<file path="src/rtl/serial_adder_pkg.sv">
// serial_adder_pkg: state encoding and default width shared by the serial adder
package serial_adder_pkg;
    localparam int DEF_WIDTH = 8;
    localparam logic [1:0] IDLE = 2'd0;
    localparam logic [1:0] RUN  = 2'd1;
    localparam logic [1:0] DONE = 2'd2;
endpackage

</file>
<file path="src/rtl/fulladder.sv">
// fulladder: single-bit combinational full adder cell
module fulladder (
    input  logic a,
    input  logic b,
    input  logic cin,
    output logic s,
    output logic cy
);
    assign s  = a ^ b ^ cin;
    assign cy = (a & b) | (cin & (a ^ b));
endmodule

</file>
<file path="src/rtl/serial_adder.sv">
// serial_adder: bit-serial LSB-first adder, one bit per clock through a single fulladder
module serial_adder
    import serial_adder_pkg::*;
#(
    parameter int WIDTH = DEF_WIDTH
) (
    input  logic             clk,
    input  logic             rst_n,
    input  logic             in_valid,
    output logic             in_ready,
    input  logic [WIDTH-1:0] a,
    input  logic [WIDTH-1:0] b,
    input  logic             cin,
    output logic             out_valid,
    input  logic             out_ready,
    output logic [WIDTH-1:0] sum,
    output logic             cout,
    output logic             busy
);
    localparam int CW = $clog2(WIDTH);
    localparam logic [CW-1:0] LAST = CW'(WIDTH - 1);
    logic [1:0]       state_q, state_d;
    logic [WIDTH-1:0] a_sh_q, a_sh_d, b_sh_q, b_sh_d, sum_sh_q, sum_sh_d;
    logic [CW-1:0]    cnt_q, cnt_d;
    logic             carry_q, carry_d;
    logic             fa_s, fa_cy;

    fulladder u_fa (
        .a  (a_sh_q[0]),
        .b  (b_sh_q[0]),
        .cin(carry_q),
        .s  (fa_s),
        .cy (fa_cy)
    );

    assign in_ready  = state_q == IDLE;
    assign out_valid = state_q == DONE;
    assign busy      = (state_q == RUN) || (state_q == DONE);
    assign sum       = sum_sh_q;
    assign cout      = carry_q;

    always_comb begin
        state_d  = state_q;
        a_sh_d   = a_sh_q;
        b_sh_d   = b_sh_q;
        sum_sh_d = sum_sh_q;
        cnt_d    = cnt_q;
        carry_d  = carry_q;
        if (state_q == IDLE && in_valid) begin
            state_d  = RUN;
            a_sh_d   = a;
            b_sh_d   = b;
            carry_d  = cin;
            sum_sh_d = '0;
            cnt_d    = '0;
        end else if (state_q == RUN) begin
            state_d  = (cnt_q == LAST) ? DONE : RUN;
            a_sh_d   = a_sh_q >> 1;
            b_sh_d   = b_sh_q >> 1;
            sum_sh_d = {fa_s, sum_sh_q[WIDTH-1:1]};
            carry_d  = fa_cy;
            cnt_d    = cnt_q + CW'(1);
        end else if (state_q == DONE) begin
            state_d = out_ready ? IDLE : DONE;
        end else if (state_q != IDLE) begin
            state_d = IDLE;
        end
    end

    always_ff @(posedge clk or negedge rst_n) begin
        if (!rst_n) begin
            state_q  <= IDLE;
            a_sh_q   <= '0;
            b_sh_q   <= '0;
            sum_sh_q <= '0;
            cnt_q    <= '0;
            carry_q  <= 1'b0;
        end else begin
            state_q  <= state_d;
            a_sh_q   <= a_sh_d;
            b_sh_q   <= b_sh_d;
            sum_sh_q <= sum_sh_d;
            cnt_q    <= cnt_d;
            carry_q  <= carry_d;
        end
    end
endmodule

</file>
<file path="config.mk">
export PLATFORM = sky130hd
export DESIGN_NAME = serial_adder
export DESIGN_NICKNAME = d
export VERILOG_FILES = /design/src/rtl/serial_adder_pkg.sv /design/src/rtl/fulladder.sv /design/src/rtl/serial_adder.sv
export SDC_FILE = /design/constraint.sdc
export NUM_CORES = 1
export LEC_CHECK = 0
export CORE_ASPECT_RATIO = 0.6
export CORE_MARGIN = 8
export CORE_UTILIZATION = 53
export CTS_CLUSTER_DIAMETER = 150
export CTS_CLUSTER_SIZE = 20
export DETAILED_ROUTE_END_ITERATION = 12
export GPL_TIMING_DRIVEN = 0
export PLACE_DENSITY = 0.9
export SETUP_SLACK_MARGIN = 0.3
export SLEW_MARGIN = 20
export SYNTH_ARGS = -nofsm -noshare
export SYNTH_HDL_FRONTEND = slang
export SYNTH_HIERARCHICAL = 1
export SYNTH_SLANG_ARGS = --single-unit
</file>
<file path="constraint.sdc">
create_clock -name clk -period 2.2 [get_ports clk]
set_input_delay 0.55 -clock clk [delete_from_list [all_inputs] [get_ports clk]]
set_output_delay 0.55 -clock clk [all_outputs]
set_load 0.01 [all_outputs]
</file>
==> impl_results.md, run 1 <==
- Final GP Congestion: approximately 0.74
- Port Buffers: 32
- Root buffer cell: clkbuf_8
- Post-DP Area: 0.00180 mm2
- Clk sink count: 30
- Wire per inst: around 17 um
- Hold/Removal Path Class: input pin to asynchronous set/reset pin
- Layout area overhead: 32.1%
- Max-Cap Viols: 0
- Status: finished, final reports clean
- Worst reg2reg startpoint: state_q[0]
- Vias post-DR: around 1100
- Final ANT Viol Nets: 0
- CP Max Fanout: 4
- Crit path required time: 1.65 ns
- WS Path Type: register to output port
- DR iter-0 viols: 74
- Yosys cell types: 24
- Final worst slack: ~0.34 ns
- Met2 GRT Util: a little over a quarter
- GR Layer Usage met3: 4.89%
- Final cell count without fillers: approximately 210
- Endpoints failing hold: 0
- Io pins: 33
- Synth warnings: 6
- Detailed placement HPWL: 2590 um
- Static Leak: roughly 0.97 nW
- CTS Buffer Depth: 2
- Die Y: about 57 um
- Final core occ: approximately 75%
- Total gr overflow: 0
- Period minus WS final: about 1.9 ns
- Worst vdd ir: roughly 0.00087 V
- CTS tree: done
- Area of the die: roughly 0.0047 mm2
- Dpl ws: about 0.22 ns
- Fin. max-slew vios: 0
- Fraction of layout cells with a size suffix above 1: between 10% and 20%
- First-pass GRT wire length: 5920 um
- Worst-Margin Slew: between 0.6 and 0.7 ns
- Final setup viols: 0
- Chip width: roughly 84 um
- Clk_lat worst skew: around 0.28 ns
- Syn nets: roughly 160
- Tcrit/Tclk final: about 85%
- Largest net degree at the start of global routing: 31
- Final Skew: approximately 0.0036 ns
- Placed cells: slightly below 200
- Vias/cell: around 5.5
- Core area: about 0.0026 mm2
- Setup TNS: 0 ns
- Cell area after layout: 0.00191 mm2
- CP startpoint: state_q[0]
- Fmax: ~0.54 GHz
- Drt drc: 0
- Worst slew margin: a little under three fifths
- Seq/Total Area, Yosys: a little over 50%
- Syn Area/Cell: approximately 11 um2
- Final hold slack: about 0.30 ns
- Number of synthesized register bits: 30
- Row Count: 14
- Pwr Density: 1340 mW/mm2
- RSZ-0062 raised after global routing: false
- M1 GR Usage: between 10% and 20%
- Worst setup SP type: register
- Number of global-route vias before repair: 1221
- Synth Cell Area: approximately 0.0014 mm2
- DRT Pass-1 Iters: 4
- Final Power: roughly 2.6 mW
- Antenna violations before repair: 0
- Total track usage: between 10% and 20%
- GR peak layer: met2
- Crit end category: output port
- Worst path arrival time: about 1.3 ns
- Total Wirelength: 3630 um
- Final nets: a little over 200
- Total CTS buffers: 5
- Antenna fix cells: 0
- Clock edge transition at the registers on the reported setup and hold paths: approximately 0.060 ns
- Synthesized instance count: 135
- Initial core utilization: between 50% and 60%
- H-tree depth: 2
## synthesized netlist by cell type (all sizes together)
cell type | count | area, um2
o21ai | 19 | 95.1
clkbuf | 1 | 5.00
nand2b | 1 | 6.26
fa | 1 | 20.0
nand2 | 25 | 101
a22oi | 1 | 7.51
nor2 | 9 | 33.8
and2 | 2 | 12.5
a21oi | 2 | 13.8
inv | 3 | 11.3
o22ai | 1 | 6.26
dfrtp | 30 | 751
or3b | 1 | 8.76
nor3 | 1 | 10.0
nor3b | 1 | 7.51
o2bb2a | 1 | 10.0
buf | 6 | 36.3
ha | 6 | 75.1
a21o | 1 | 7.51
mux2i | 23 | 230
## path summary, 6_finish.rpt
| path | slack, ns | endpoint | depth (start not counted) |
|---|---|---|---|
| min in group clk | 0.48 | a_sh_q[7] | 2 |
| max in group asynchronous | 1.46 | b_sh_q[2] | 1 |
| max reg2reg | 0.69 | a_sh_q[3] | 6 |
| max | 0.34 | busy | 3 |
| min reg2reg | 0.48 | a_sh_q[7] | 2 |
| min | 0.30 | sum[2] | 1 |
## worst max-delay path, cell delays in order (launching register included)
cell           delay (ns)
dfrtp_1              0.41
inv_2                0.12
ha_4                 0.22
dlygate4sd2_1        0.28
## logic make-up (layout without fill, tap and decap cells)
| kind of cell | count (synthesis) | count (layout) | share of synthesized area [%] |
|---|---|---|---|
| AO/OA/AOI/OAI | 25 | 25 | 9.67 |
| buffers and inverters | 10 | 51 | 3.63 |
| adder cells (fa/ha/maj) | 7 | 7 | 6.56 |
| AND/OR/NAND/NOR | 40 | 40 | 12.4 |
| flip-flops | 30 | 30 | 51.8 |
| multiplexers | 23 | 23 | 15.9 |
## per-layer routing
layer / vias up / share of wire, % / wire [um]
met2: 24 / 50 / 1800
met1: 570 / 45 / 1630
li1: 535 / - / -
met3: 6 / 3.8 / 139
met5: - / 0 / 0
met4: 0 / 1.5 / 55
## power breakdown
| part | switching, mW | internal [mW] |
|---|---|---|
| registers | 0.158 | 0.775 |
| clock network | 0.202 | 0.252 |
| logic | 0.619 | 0.560 |
## cell usage in the layout, fill, tap and decap left out, drive strengths merged
master,n
a21oi,2
ha,6
nor2,9
buf,8
mux2i,23
nor3b,1
clkbuf,8
nand2b,1
o2bb2a,1
nand2,25
clkdlybuf4s50,28
clkinv,1
a21o,1
o21ai,19
o22ai,1
a22oi,1
nor3,1
fa,1
dfrtp,30
or3b,1
dlygate4sd2,3
inv,3
and2,2
## final cells by class
class,instances,area (um2)
inverter,3,11.3
clock inverter,1,5.00
clock buffer,7,86.3
multi-input combinational,95,661
sequential,30,751
tap,32,40.0
timing repair buffer,33,319
fill,156,643
buffer,7,41.3
## repair_timing
item,4_1_cts,5_1_grt
endpoints found under the hold margin,0,0
hold buffers,0,0
resized for setup,4,3
buffers inserted,0,1
endpoints found under the setup margin,3,2
## state kept, by name (all words and copies together) (netlist names)
name     count
cnt_q        3
b_sh_q       8
cout         1
sum          8
a_sh_q       8
state_q      2
Power figures use the tool's default switching activity.
==> inputs of run 2 (changes only) <==
- CORE_UTILIZATION: 53 -> 44
- PLACE_DENSITY: 0.9 -> 0.8
- clock period: 2.2 -> 1.6 ns (I/O delays scaled with it)
==> run 2 against run 1 <==
Clock skew is 0.00062 ns lower; cell count is 17% higher; combinational power is 110% higher; power is 71% higher; first-iteration DRC count is 6.8% higher; via count is 9.3% higher; sequential power is 35% higher; count of clock-buffer cells in the layout is 1 lower; worst setup slack worse by 0.28 ns; critical endpoint is now out_valid; largest cell class is now multi-input gates; largest power group unchanged; highest routed layer unchanged.
==> impl_results.md, run 2 (same netlist as run 1, synthesis figures left out) <==
- Clock edge transition at the registers on the reported setup and hold paths: 0.06 ns (about the same)
- Endpoints failing hold: 0 (unchanged)
- Drt drc: 0 (unchanged)
- Pwr Density: 1910 mW/mm2 (+43%)
- Port Buffers: 32 (unchanged)
- Crit end category: output port
- Period minus WS final: about 1.5 ns
- CP max-delay cell: dfrtp_1
- Worst path arrival time: 1.15 ns (-0.16 ns)
- Detailed placement HPWL: 2400 um (-7.2%)
- Switch share: 37.7% (-0.44 points)
- Final GP Congestion: 0.754 (+1.5%)
- Static Leak: 1.16 nW (+19%)
- Layout area overhead: 58.0%
- Final setup viols: 0 (unchanged)
- H-tree depth: 2 (unchanged)
- Max-Cap Viols: 0 (unchanged)
- Clk sink count: 30 (unchanged)
- Core area: 0.00320 mm2 (+25%)
- Post-CTS Hold Fix Bufs: 0 (unchanged)
- CP Max Fanout: 2 (-2)
- Total gr overflow: 0 (unchanged)
- Delay-heaviest family, CP: flip-flops
- Vias post-DR: 1241 (+9.3%)
- Clk_lat worst skew: 0.29 ns (about the same)
- Worst vdd ir: 0.00116 V (+32%)
- Row Count: 16 (+2)
- Fraction of layout cells with a size suffix above 1: 38.4% (+25 points)
- Crit path required time: 1.20 ns (-0.45 ns)
- Total CTS buffers: 5 (unchanged)
- Clock power share: 14.6% (-3.1 points)
- Wire per inst: 17.4 um (-0.30%)
- Max stage delay on crit path: 0.43 ns (+0.02 ns)
- Io pins: 33 (unchanged)
- Total Wirelength: 4230 um (+16%)
- Most common cell after layout, fill and taps aside: dfrtp_1
- Worst-Margin Slew: 0.665 ns (-0.00221 ns)
- Root buffer cell: clkbuf_8
- Sw Pwr: 1.65 mW (+69%)
- First-pass GRT wire length: 6540 um (+10%)
- Reg2reg end: b_sh_q[7]
- Vias/cell: 5.11 (-6.4%)
- Antenna fix cells: 0 (unchanged)
- Crit-path cells: buf_4, ha_4, buf_6
- Final nets: 225 (+11%)
- Reg2reg setup slack: 0.06 ns (-0.63 ns)
- Area of the die: 0.00545 mm2 (+15%)
- DRT Pass-1 Iters: 4 (unchanged)
- Post-DP Area: 0.00184 mm2 (+1.9%)
- Worst reg2reg startpoint: state_q[0]
- DR iter-0 viols: 79 (+6.8%)
- Die Y: 60.5 um (+7.0%)
- Total track usage: 15.8% (about the same)
- Worst setup SP type: register
- Cell area after layout: 0.00229 mm2 (+20%)
- CTS tree: done
- RSZ-0062 raised after global routing: true
- P_int: 2.73 mW (+72%)
- Fin. max-slew vios: 0 (unchanged)
- Critical path buffers and inverters: 2 (unchanged)
- Most frequent cells in the layout: dfrtp_1 (30), mux2i_1 (21), nand2_1 (19)
- Antenna violations before repair: 0 (unchanged)
- Number of global-route vias before repair: 1313 (+7.5%)
- Fmax: about 0.65 GHz
- Gate power share: 56.6% (+11 points)
- Initial core utilization: 45.2% (-11 points)
- Largest net degree at the start of global routing: 31 (unchanged)
- Hold/Removal Path Class: input pin to asynchronous set/reset pin
- Chip width: 90.1 um (+7.9%)
- CTS Buffer Depth: 2 (unchanged)
- Worst R2R Path Depth: 8 (+2)
- Final Skew: 0.00295 ns (-0.000625 ns)
- Final core occ: 71.5% (-3.4 points)
- Worst slew margin: 55.7% (+0.15 points)
- Final hold slack: 0.141 ns (-0.158 ns)
- Sequential power share: 28.8% (-7.6 points)
- Final ANT Viol Nets: 0 (unchanged)
- WS Path Type: register to output port
- Status: finished, final reports clean
- Tcrit/Tclk final: a little over nine tenths
## run 2: how the worst max path moves through the flow
stage	endpoint	cells after the start	from	slack, ns
floorplan	state_q[1]	5	state_q[0]	0.29
global placement	a_sh_q[4]	1	rst_n	-0.35
detailed placement	a_sh_q[4]	5	in_valid	-0.22
CTS	busy	3	state_q[0]	0.05
global route	busy	3	state_q[1]	0.01
finish	out_valid	3	state_q[1]	0.05
## run 2: cell type report
cell class	count	area, um2
buffer	7	88.8
tap	45	56.3
multi-input combinational	95	772
clock inverter	2	12.5
inverter	3	16.3
clock buffer	6	82.6
fill	215	913
sequential	30	751
timing repair buffer	55	510
## run 2: layer usage
| metal | wire, um | track usage [%] | vias to the layer above |
|---|---|---|---|
| li1 | - | - | 585 |
| met1 | 1740 | 16.7 | 600 |
| met2 | 2100 | 27.6 | 41 |
| met3 | 244 | 5.68 | 15 |
| met4 | 138 | 9.62 | 0 |
| met5 | 0 | 0 | - |
## run 2: power groups by stage
stage,Sequential [mW],Combinational [mW],Clock (mW)
after global routing,1.29,2.67,0.684
after global placement,1.25,1.53,0
after detailed placement,1.28,1.60,0
after floorplan,1.28,1.00,0
after CTS,1.24,2.18,0.653
final,1.26,2.48,0.640
## run 2: metrics by stage
stage	TNS [ns]	total power, mW	std cells	worst slack [ns]
after floorplan	0	2.28	135	0.290
after global placement	-12.22	2.78	212	-0.351
after detailed placement	-2.26	2.87	212	-0.220
after CTS	0	4.06	239	0.0470
after global routing	0	4.65	243	0.0140
final	0	4.38	243	0.0518
## run 2: what timing repair did
item	4_1_cts	5_1_grt
pin swaps	8	3
setup buffers	16	4
resized for setup	95	17
cloned	3	0
setup endpoints to repair	36	35
==> inputs of run 3 (changes only) <==
- CTS_CLUSTER_DIAMETER: 150 -> unset
==> results of run 3 <==
Same layout as run 2: the final DEF is identical, and so are final timing and power.
